$ cat src/rtl/md_pkg.sv
// Shared md opcodes, sequencer state encoding and default latencies.
// Imported by the md sequencer and the decode unit.
package md_pkg;

  localparam logic [3:0] MD_NONE  = 4'd0;
  localparam logic [3:0] MD_MULT  = 4'd1;
  localparam logic [3:0] MD_MULTU = 4'd2;
  localparam logic [3:0] MD_DIV   = 4'd3;
  localparam logic [3:0] MD_DIVU  = 4'd4;
  localparam logic [3:0] MD_MTHI  = 4'd5;
  localparam logic [3:0] MD_MFHI  = 4'd6;
  localparam logic [3:0] MD_MFLO  = 4'd7;
  localparam logic [3:0] MD_MTLO  = 4'd8;

  typedef enum logic {
    ST_IDLE = 1'b0,
    ST_RUN  = 1'b1
  } md_state_e;

  localparam int MD_MULT_CYCLES = 5;
  localparam int MD_DIV_CYCLES  = 10;
  localparam int MD_CNT_W       = 4;

endpackage

$ cat src/rtl/md_sequencer_if.sv
// E-stage control bundle between the pipeline and the md sequencer.
// master drives the instruction side, slave is the sequencer.
interface md_sequencer_if;

  logic [3:0] md_op_e;
  logic       valid_e;
  logic       md_use_d;
  logic       b_zero_e;

  logic       start;
  logic       op_signed;
  logic       op_div;
  logic       busy;
  logic       stall_d;
  logic       hi_we;
  logic       lo_we;
  logic       hilo_src;
  logic       done;
  logic       dz_err;
  logic       proto_err;

  modport master (
    output md_op_e, valid_e, md_use_d, b_zero_e,
    input  start, op_signed, op_div, busy, stall_d,
    input  hi_we, lo_we, hilo_src, done, dz_err, proto_err
  );

  modport slave (
    input  md_op_e, valid_e, md_use_d, b_zero_e,
    output start, op_signed, op_div, busy, stall_d,
    output hi_we, lo_we, hilo_src, done, dz_err, proto_err
  );

endinterface

$ cat src/rtl/md_lat_counter.sv
// Down-counter tracking remaining md operation latency.
// Load has priority over decrement; zero flag is combinational.
module md_lat_counter #(
  parameter int CNT_W = 4
) (
  input  logic             clk,
  input  logic             rst_n,
  input  logic             load,
  input  logic [CNT_W-1:0] load_val,
  input  logic             dec,
  output logic             zero
);

  logic [CNT_W-1:0] cnt;

  // load a fresh latency or count down toward zero
  always_ff @(posedge clk or negedge rst_n) begin
    if (!rst_n)
      cnt <= '0;
    else if (load)
      cnt <= load_val;
    else if (dec && cnt != '0)
      cnt <= cnt - 1'b1;
  end

  assign zero = (cnt == '0);

endmodule

$ cat src/rtl/md_sequencer.sv
// Execute-stage multiply/divide sequencer: start, mode,
// HI/LO strobes, latency tracking, busy and decode stall.
module md_sequencer
  import md_pkg::*;
#(
  parameter int MULT_CYCLES = MD_MULT_CYCLES,
  parameter int DIV_CYCLES  = MD_DIV_CYCLES,
  parameter int CNT_W       = MD_CNT_W
) (
  input logic           clk,
  input logic           reset,
  md_sequencer_if.slave md
);

  localparam logic [CNT_W-1:0] MULT_LD = CNT_W'(MULT_CYCLES - 1);
  localparam logic [CNT_W-1:0] DIV_LD  = CNT_W'(DIV_CYCLES - 1);

  md_state_e state, state_nx;

  logic is_mdv, is_div, is_sgn;
  logic is_mthi, is_mtlo;
  logic start, done, hi_we, lo_we, hilo_src;
  logic load, dec, cnt_zero, proto_set;
  logic op_signed, op_div, dz;
  logic dz_err, proto_err;

  // opcode decode of the E-stage instruction
  always_comb begin
    is_mdv  = 1'b0;
    is_div  = 1'b0;
    is_sgn  = 1'b0;
    is_mthi = 1'b0;
    is_mtlo = 1'b0;
    case (md.md_op_e)
      MD_MULT:  begin is_mdv = 1'b1; is_sgn = 1'b1; end
      MD_MULTU: is_mdv = 1'b1;
      MD_DIV:   begin
        is_mdv = 1'b1;
        is_div = 1'b1;
        is_sgn = 1'b1;
      end
      MD_DIVU:  begin is_mdv = 1'b1; is_div = 1'b1; end
      MD_MTHI:  is_mthi = 1'b1;
      MD_MTLO:  is_mtlo = 1'b1;
      default:  ;
    endcase
  end

  md_lat_counter #(.CNT_W(CNT_W)) u_cnt (
    .clk      (clk),
    .rst_n    (reset),
    .load     (load),
    .load_val (is_div ? DIV_LD : MULT_LD),
    .dec      (dec),
    .zero     (cnt_zero)
  );

  // state register
  always_ff @(posedge clk or negedge reset) begin
    if (!reset)
      state <= ST_IDLE;
    else
      state <= state_nx;
  end

  // next state and strobes; everything is held low in reset
  always_comb begin
    state_nx  = state;
    start     = 1'b0;
    done      = 1'b0;
    hi_we     = 1'b0;
    lo_we     = 1'b0;
    hilo_src  = 1'b0;
    load      = 1'b0;
    dec       = 1'b0;
    proto_set = 1'b0;
    if (reset) begin
      unique case (state)
        ST_IDLE: begin
          if (md.valid_e) begin
            if (is_mdv) begin
              start    = 1'b1;
              load     = 1'b1;
              state_nx = ST_RUN;
            end else if (is_mthi) begin
              hi_we    = 1'b1;
              hilo_src = 1'b1;
            end else if (is_mtlo) begin
              lo_we    = 1'b1;
              hilo_src = 1'b1;
            end
          end
        end
        ST_RUN: begin
          proto_set = md.valid_e &
                      (is_mdv | is_mthi | is_mtlo);
          if (cnt_zero) begin
            done     = 1'b1;
            hi_we    = !dz;
            lo_we    = !dz;
            state_nx = ST_IDLE;
          end else begin
            dec = 1'b1;
          end
        end
        default: state_nx = ST_IDLE;
      endcase
    end
  end

  // operation mode latched at start, sticky error flags
  always_ff @(posedge clk or negedge reset) begin
    if (!reset) begin
      op_signed <= 1'b0;
      op_div    <= 1'b0;
      dz        <= 1'b0;
      dz_err    <= 1'b0;
      proto_err <= 1'b0;
    end else begin
      if (start) begin
        op_signed <= is_sgn;
        op_div    <= is_div;
        dz        <= md.b_zero_e & is_div;
      end
      if (done && dz)
        dz_err <= 1'b1;
      if (proto_set)
        proto_err <= 1'b1;
    end
  end

  assign md.start     = start;
  assign md.op_signed = op_signed;
  assign md.op_div    = op_div;
  assign md.busy      = start | (state == ST_RUN);
  assign md.stall_d   = md.md_use_d & md.busy;
  assign md.hi_we     = hi_we;
  assign md.lo_we     = lo_we;
  assign md.hilo_src  = hilo_src;
  assign md.done      = done;
  assign md.dz_err    = dz_err;
  assign md.proto_err = proto_err;

endmodule

$ cat src/flat_wrapper.sv
// flat-port wrapper written by rule: the top's interface ports become plain ports
module md_sequencer_flat import md_pkg::*;
#(
  parameter int MULT_CYCLES = MD_MULT_CYCLES,
  parameter int DIV_CYCLES  = MD_DIV_CYCLES,
  parameter int CNT_W       = MD_CNT_W
)
  (clk, reset, md_md_op_e, md_valid_e, md_md_use_d, md_b_zero_e, md_start, md_op_signed, md_op_div, md_busy, md_stall_d, md_hi_we, md_lo_we, md_hilo_src, md_done, md_dz_err, md_proto_err);
  md_sequencer_if md_i ();
  input logic clk;
  input logic reset;
  input wire logic [$bits(md_i.md_op_e)-1:0] md_md_op_e;
  input wire logic [$bits(md_i.valid_e)-1:0] md_valid_e;
  input wire logic [$bits(md_i.md_use_d)-1:0] md_md_use_d;
  input wire logic [$bits(md_i.b_zero_e)-1:0] md_b_zero_e;
  output wire logic [$bits(md_i.start)-1:0] md_start;
  output wire logic [$bits(md_i.op_signed)-1:0] md_op_signed;
  output wire logic [$bits(md_i.op_div)-1:0] md_op_div;
  output wire logic [$bits(md_i.busy)-1:0] md_busy;
  output wire logic [$bits(md_i.stall_d)-1:0] md_stall_d;
  output wire logic [$bits(md_i.hi_we)-1:0] md_hi_we;
  output wire logic [$bits(md_i.lo_we)-1:0] md_lo_we;
  output wire logic [$bits(md_i.hilo_src)-1:0] md_hilo_src;
  output wire logic [$bits(md_i.done)-1:0] md_done;
  output wire logic [$bits(md_i.dz_err)-1:0] md_dz_err;
  output wire logic [$bits(md_i.proto_err)-1:0] md_proto_err;
  assign md_i.md_op_e = md_md_op_e;
  assign md_i.valid_e = md_valid_e;
  assign md_i.md_use_d = md_md_use_d;
  assign md_i.b_zero_e = md_b_zero_e;
  assign md_start = md_i.start;
  assign md_op_signed = md_i.op_signed;
  assign md_op_div = md_i.op_div;
  assign md_busy = md_i.busy;
  assign md_stall_d = md_i.stall_d;
  assign md_hi_we = md_i.hi_we;
  assign md_lo_we = md_i.lo_we;
  assign md_hilo_src = md_i.hilo_src;
  assign md_done = md_i.done;
  assign md_dz_err = md_i.dz_err;
  assign md_proto_err = md_i.proto_err;
  md_sequencer #(.MULT_CYCLES(MULT_CYCLES), .DIV_CYCLES(DIV_CYCLES), .CNT_W(CNT_W)) u_core (.clk(clk), .reset(reset), .md(md_i));
endmodule
$ cat config.mk
export PLATFORM = sky130hd
export DESIGN_NAME = md_sequencer_flat
export DESIGN_NICKNAME = d
export VERILOG_FILES = /design/src/rtl/md_pkg.sv /design/src/rtl/md_sequencer_if.sv /design/src/rtl/md_lat_counter.sv /design/src/rtl/md_sequencer.sv /design/src/flat_wrapper.sv
export SDC_FILE = /design/constraint.sdc
export NUM_CORES = 1
export LEC_CHECK = 0
export BUFFER_PORTS_ARGS = -buffer_cell sky130_fd_sc_hd__buf_2
export CORE_MARGIN = 5
export CORE_UTILIZATION = 30
export CTS_CLUSTER_SIZE = 28
export DETAILED_ROUTE_END_ITERATION = 12
export SLEW_MARGIN = 40
export SYNTH_ARGS = -nofsm -noshare
export SYNTH_HDL_FRONTEND = slang
export SYNTH_SLANG_ARGS = --single-unit
$ cat constraint.sdc
create_clock -name clk -period 2.1 [get_ports clk]
set_input_delay 0.21 -clock clk [delete_from_list [all_inputs] [get_ports clk]]
set_output_delay 0.21 -clock clk [all_outputs]
set_load 0.05 [all_outputs]
# [After elaboration in Yosys (flattened, before gate mapping)]
# Index checks and enable logic that the tools add are counted.
[op_classes] eq_ne=6 bitwise=7 muxes=38 n_reduce_logical=9 addsub=1
[ops] operator="$mux W1" n=32
[ops] operator="$mux W4" n=3
[ops] operator="$eq A4 B2 Y1 const B" n=2
[ops] operator="$eq A4 B3 Y1 const B" n=2
[ops] operator="$pmux W1 S2" n=3
[ops] operator="$eq A4 B1 Y1 const B" n=1
[ops] operator="$eq A4 B4 Y1 const B" n=1
[ops] operator="$logic_not A4 Y1" n=1
[ops] operator="$reduce_bool A4 Y1" n=1
[ops] operator="$reduce_or A2 Y1" n=2
[ops] operator="$reduce_or A4 Y1" n=1
[ops] operator="$sub A4 B1 Y4 const B" n=1
[ops] operator="$and A1 B1 Y1" n=3
[ops] operator="$or A1 B1 Y1" n=3
[ops] operator="$logic_and A1 B1 Y1" n=2
[ops] operator="$reduce_bool A2 Y1" n=1
[ops] operator="$logic_not A1 Y1" n=1
[ops] operator="$not A1 Y1" n=1
[totals] wordCells=68 regBits=10 input_bits=9 out_inout_bits=11

# [Longest topological paths before layout]
[logic_depth] word_depth=9 mapped_depth=7 mapped_depth_nobuf=6

# [By module]
# A second synthesis with hierarchy kept.
[unflattened] hier_cells=69 hier_area_um2=681.9
[by_module_without_submodules] mod="md_sequencer" cells_each=42 seq_area_each_um2=150.1 area_per_inst_um2=411.6 instances=1
[by_module_without_submodules] mod="md_lat_counter" cells_each=27 seq_area_each_um2=100.1 area_per_inst_um2=270.3 instances=1

# [Worst setup path before layout]
# Ideal clock, no wire load.
[synth_timing] path_kind="flip-flop to output port" from="register u_core.u_cnt.cnt[0]" to="output port md_hi_we" path_buffers=0 path_stages_with_launch=6 t_required_ns=1.890 arrival_ns=2.106 path_slack_ns=-0.216 cell_sequence="dfrtp_1 inv_1 ha_1 nor3b_1 nand3b_1 a21boi_0"
[synth_between] elab_chain_len=4
[synth_rtl] item="start, declared" line="md_lat_counter.sv:14" text="logic [CNT_W-1:0] cnt;"
[synth_rtl] item="start signal, assigned" line="md_lat_counter.sv:21" text="cnt <= load_val;"
[synth_rtl] item="start signal, assigned" line="md_lat_counter.sv:23" text="cnt <= cnt - 1'b1;"
[synth_rtl] item="$logic_not A4 Y1" line="md_lat_counter.sv:26" text="assign zero = (cnt == '0);"
[synth_rtl] item="$mux W1" line="md_sequencer.sv:97" text="if (cnt_zero) begin"
[synth_rtl] item="$pmux W1 S2" line="md_sequencer.sv:78" text="unique case (state)"
[synth_rtl] item="$mux W1" line="md_sequencer.sv:77" text="if (reset) begin"
[synth_rtl] item="end, declared" line="flat_wrapper.sv:21" text="output wire logic [$bits(md_i.hi_we)-1:0] md_hi_we;"
# No other way between the ends.

# [Worst setup path in the final report]
[layout_timing] from="register u_core.state" to="output port md_start"
[layout_between] elab_chain_len=2
[layout_rtl] item="start, declared" line="md_sequencer.sv:18" text="md_state_e state, state_nx;"
[layout_rtl] item="start signal, assigned" line="md_sequencer.sv:63" text="state <= state_nx;"
[layout_rtl] item="$mux W1" line="md_sequencer.sv:78"
[layout_rtl] item="$mux W1" line="md_sequencer.sv:77"
[layout_rtl] item="end, declared" line="flat_wrapper.sv:16" text="output wire logic [$bits(md_i.start)-1:0] md_start;"
# No other way between the ends.

==> results by stage <==
Route:
- The first detailed-routing pass ran for 3 iterations.
- The count of nets left with antenna violations once routing finished came out at 0.
- The initial detailed-routing violation count is 6.
- Dividing the detail-routed wire length by the instance count gives 11.6 µm.
- The post-route DRC violation count is 0.
- After detailed routing, the total wire length is between 1 and 1.5 mm.
- Using the TritonRoute via totals, the vias-per-cell ratio works out to about 4.7.
- The via count is 567.

Setup path:
- The kind of cell with the highest combined delay along the critical path is simple AND/OR/NAND/NOR gates.
- The reg-to-reg setup timing slack is 0.50 ns.
- The type of element capturing the critical path is an output pin.
- The required time reported for the critical path endpoint is about 1.9 ns.
- The worst path buffer plus inverter count is 3.
- The critical path in this run is classified as flip-flop to output pin.
- The critical path startpoint category is a flip-flop.
- The largest fanout on the critical path is 7.
- The signal on the critical path passes through nand3b_1, or4_4, buf_4, clkinv_4, clkbuf_4.
- On the worst path, the slowest cell contributes a delay of 0.46 ns.
- For the worst setup path, the data arrival time is 1.80 ns.
- The master of the slowest instance on the critical path is or4_4.

Pwr:
- Across the VDD grid, the largest voltage drop is 738 µV.
- The analysis attributes to cell leakage a power of 0.390 nW.
- The power per cell area is between 1000 and 1500 mW/mm².
- The total design power is 952 µW.

Clock tree:
- Buffers added to address setup during post-CTS repair amount to 0.
- The number of clock buffers added by TritonCTS is 3.
- The clock network latency to the later pin of the worst-skew pair is 0.27 ns.
- The clock passes through at most 2 buffers.
- CTS placed an instance of clkbuf_4 at the clock tree root.
- Clock-pin slew was measured on the worst setup and hold paths at 0.08 ns.
- The clock tree from TritonCTS is done.
- The clock sink count is 10.
- CTS built an H-tree with a depth of 1.

Logic synthesis:
- The number of synthesis warnings is 0.
- In this run, synthesis inferred 0 flip-flops with an integrated enable.
- Of all flip-flops after synthesis, the portion carrying an async set or reset was 100%.
- After synthesis, the largest area contributor takes up around 40% of total cell area.
- Summed over all instances, the cell type with the most area after synthesis is dfrtp_1.
- The synthesized area per cell is 9.26 µm².
- The total standard cell area after synthesis is approximately 630 µm².
- The dominant register cell in the synthesized netlist is dfrtp_1.
- Synthesis inferred 10 register bits.
- Ranked by total cell area, the synthesized netlist is headed by dfrtp_1 (40%), xnor2_1 (4.2%), a21oi_1 (4.0%).
- The portion of the post-synthesis area used by sequential elements is 39.8%.
- The gate count of the mapped netlist is 68.
- The number of nets in the synthesized netlist is 79.
- The number of different library cells in the post-synthesis netlist is 30.

Placement:
- The HPWL reported at the end of detailed placement is 1.09 mm.
- OpenSTA, run right after detailed placement, puts the worst setup slack at 0.327 ns.
- The number of port buffers is 19.
- The congestion estimate from routability-driven global placement came to 0.756.
- The instance count after placement with tap cells included is 115.

Floorplanning:
- The y dimension of the die is 55.8 µm.
- The x dimension of the die is 55.8 µm.
- The starting utilization of the core area is approximately a third.
- The number of top-level design ports is 20.
- The placeable core region is 0.00198 mm².
- The die covers roughly 0.0031 mm².
- The count of standard-cell rows is 16.

Final layout:
- The final antenna diode count is 0.
- For this run, the post-layout net count is between 100 and 150.
- Fill cells in the final layout number 212.
- The layout-stage area growth over the synthesis result is 31.6%.
- Summing all flip-flop and latch instances after layout gives 250 µm².
- The final standard cell count with taps included and fillers excluded is between 100 and 150.
- Leaving out fill and tap cells, the most frequent cells in the layout are buf_2 (16), dfrtp_1 (10), nor2_1 (6), nand2_1 (6).
- The most frequent standard cell in the layout excluding fill and tap cells is buf_2.
- The fraction of layout instances using a drive strength above 1 is 36.6%.
- In the final layout, the multi-input gates occupy around 360 µm².

Run:
- The number of max-cap violations is 0.

STA:
- The worst relative slew slack is between 60% and 70%.
- The worst setup slack after layout is 0.0910 ns.
- The count of pins over their slew limit is 0.
- Setup repair after global routing left no endpoint under its margin.
- The post-route clock skew is 0.00994 ns.
- The fmax is 498 MHz.
- After layout, the minimum clock period comes to 2.01 ns.
- The ratio of final minimum period to clock period is 95.7%.
- The setup violation total in the final timing report is 0.
- For the final routed database, the setup TNS stands at 0 ns.
- The actual transition at the worst max-transition pin is 0.446 ns.
- The hold violation count in the final report came to 0.

GRT:
- The number of antenna violations at the first check in global routing is 0.
- The first global-routing pass estimated 2.33 mm of wire.
- The remaining global-route overflow is 0.
- The number of global-route vias before repair is 539.
- Across every metal layer, demand over resource in global routing totals 9.79%.
- Entering global routing, the biggest net connects 17 pins.

Status:
- The run finished with clean final reports.

Min path:
- The class of the worst hold path is primary input to flip-flop.
## final cells by class
type                            count  share of cell area [%]
Sequential cell                    10                    30.2
Inverter                            3                    1.96
Clock buffer                        4                    4.38
Tap cell                           27                    4.08
Multi-Input combinational cell     53                    43.1
Timing Repair Buffer               23                    16.3
## stage by stage
stage               util (%)  cell area, µm²  hold WS (ns)
finish                  41.8             828         0.169
global route            41.8             828         0.162
CTS                     41.0             812         0.164
detailed placement      38.6             766         0.177
global placement        38.6             766         0.173
floorplan                  -             631       -0.0856
## timing repair
action,CTS,global route
hold buffers,1,0
setup endpoints to repair,0,4
endpoints found under the hold margin,10,0
gates resized for setup,0,6
## where the power goes
group	total [mW]	switching (mW)	internal, mW
combinational	0.457	0.283	0.173
clock	0.178	0.0724	0.105
sequential	0.317	0.0549	0.262
total	0.952	0.411	0.541
## registers in the layout, summed over array words and instances (netlist names)
name,count
u_core.dz,1
u_core.md.dz_err,1
u_core.md.op_div,1
u_core.md.op_signed,1
u_core.md.proto_err,1
u_core.state,1
u_core.u_cnt.cnt,4
## layer usage
metal | routed length, µm | part of all wire, % | GRT usage [%] | up-vias
met5 | 0 | 0 | 0 | -
li1 | - | - | - | 292
met1 | 699 | 50 | 12.8 | 258
met3 | 75 | 5.4 | 3.48 | 4
met4 | 45 | 3.2 | 8.33 | 0
met2 | 570 | 41 | 12.3 | 13
## tightest hold or removal path, cell delays in order
cell	delay, ns
buf_2	0.08
nand3_1	0.06
nand2_1	0.05
## kinds of logic after synthesis
logic type / count (synthesis) / synth area share, %
buffers and inverters: 5 / 5.17
adders and majority gates: 2 / 3.98
xor gates and xnor gates: 3 / 4.18
DFF: 10 / 39.8
and+or+nand+nor: 33 / 31.0
AOI/OAI and AO/OA: 15 / 15.9
## cells in the mapped netlist (2+ instances only)
| library cell | count |
|---|---|
| inv_1 | 2 |
| a21oi_1 | 5 |
| nand2_1 | 6 |
| nor2b_1 | 3 |
| a21o_1 | 2 |
| nor4b_1 | 2 |
| o31ai_1 | 2 |
| dfrtp_1 | 10 |
| nand3_1 | 2 |
| nand3b_1 | 3 |
| nor3_1 | 3 |
| ha_1 | 2 |
| a21boi_0 | 2 |
| xnor2_1 | 3 |
| nor2_1 | 6 |
## final timing paths
| check | from | to | depth (start not counted) |
|---|---|---|---|
| max in group asynchronous | reset | u_core.u_cnt.cnt[1] | 3 |
| worst min register to register | u_core.md.proto_err | u_core.md.proto_err | 1 |
| worst max register to register | u_core.state | u_core.u_cnt.cnt[2] | 6 |
| min in group asynchronous | reset | u_core.md.dz_err | 3 |
| worst max-delay path | u_core.state | md_start | 5 |
| worst min-delay path | md_b_zero_e | u_core.dz | 3 |
No activity file was read; power rests on OpenSTA's default activity.
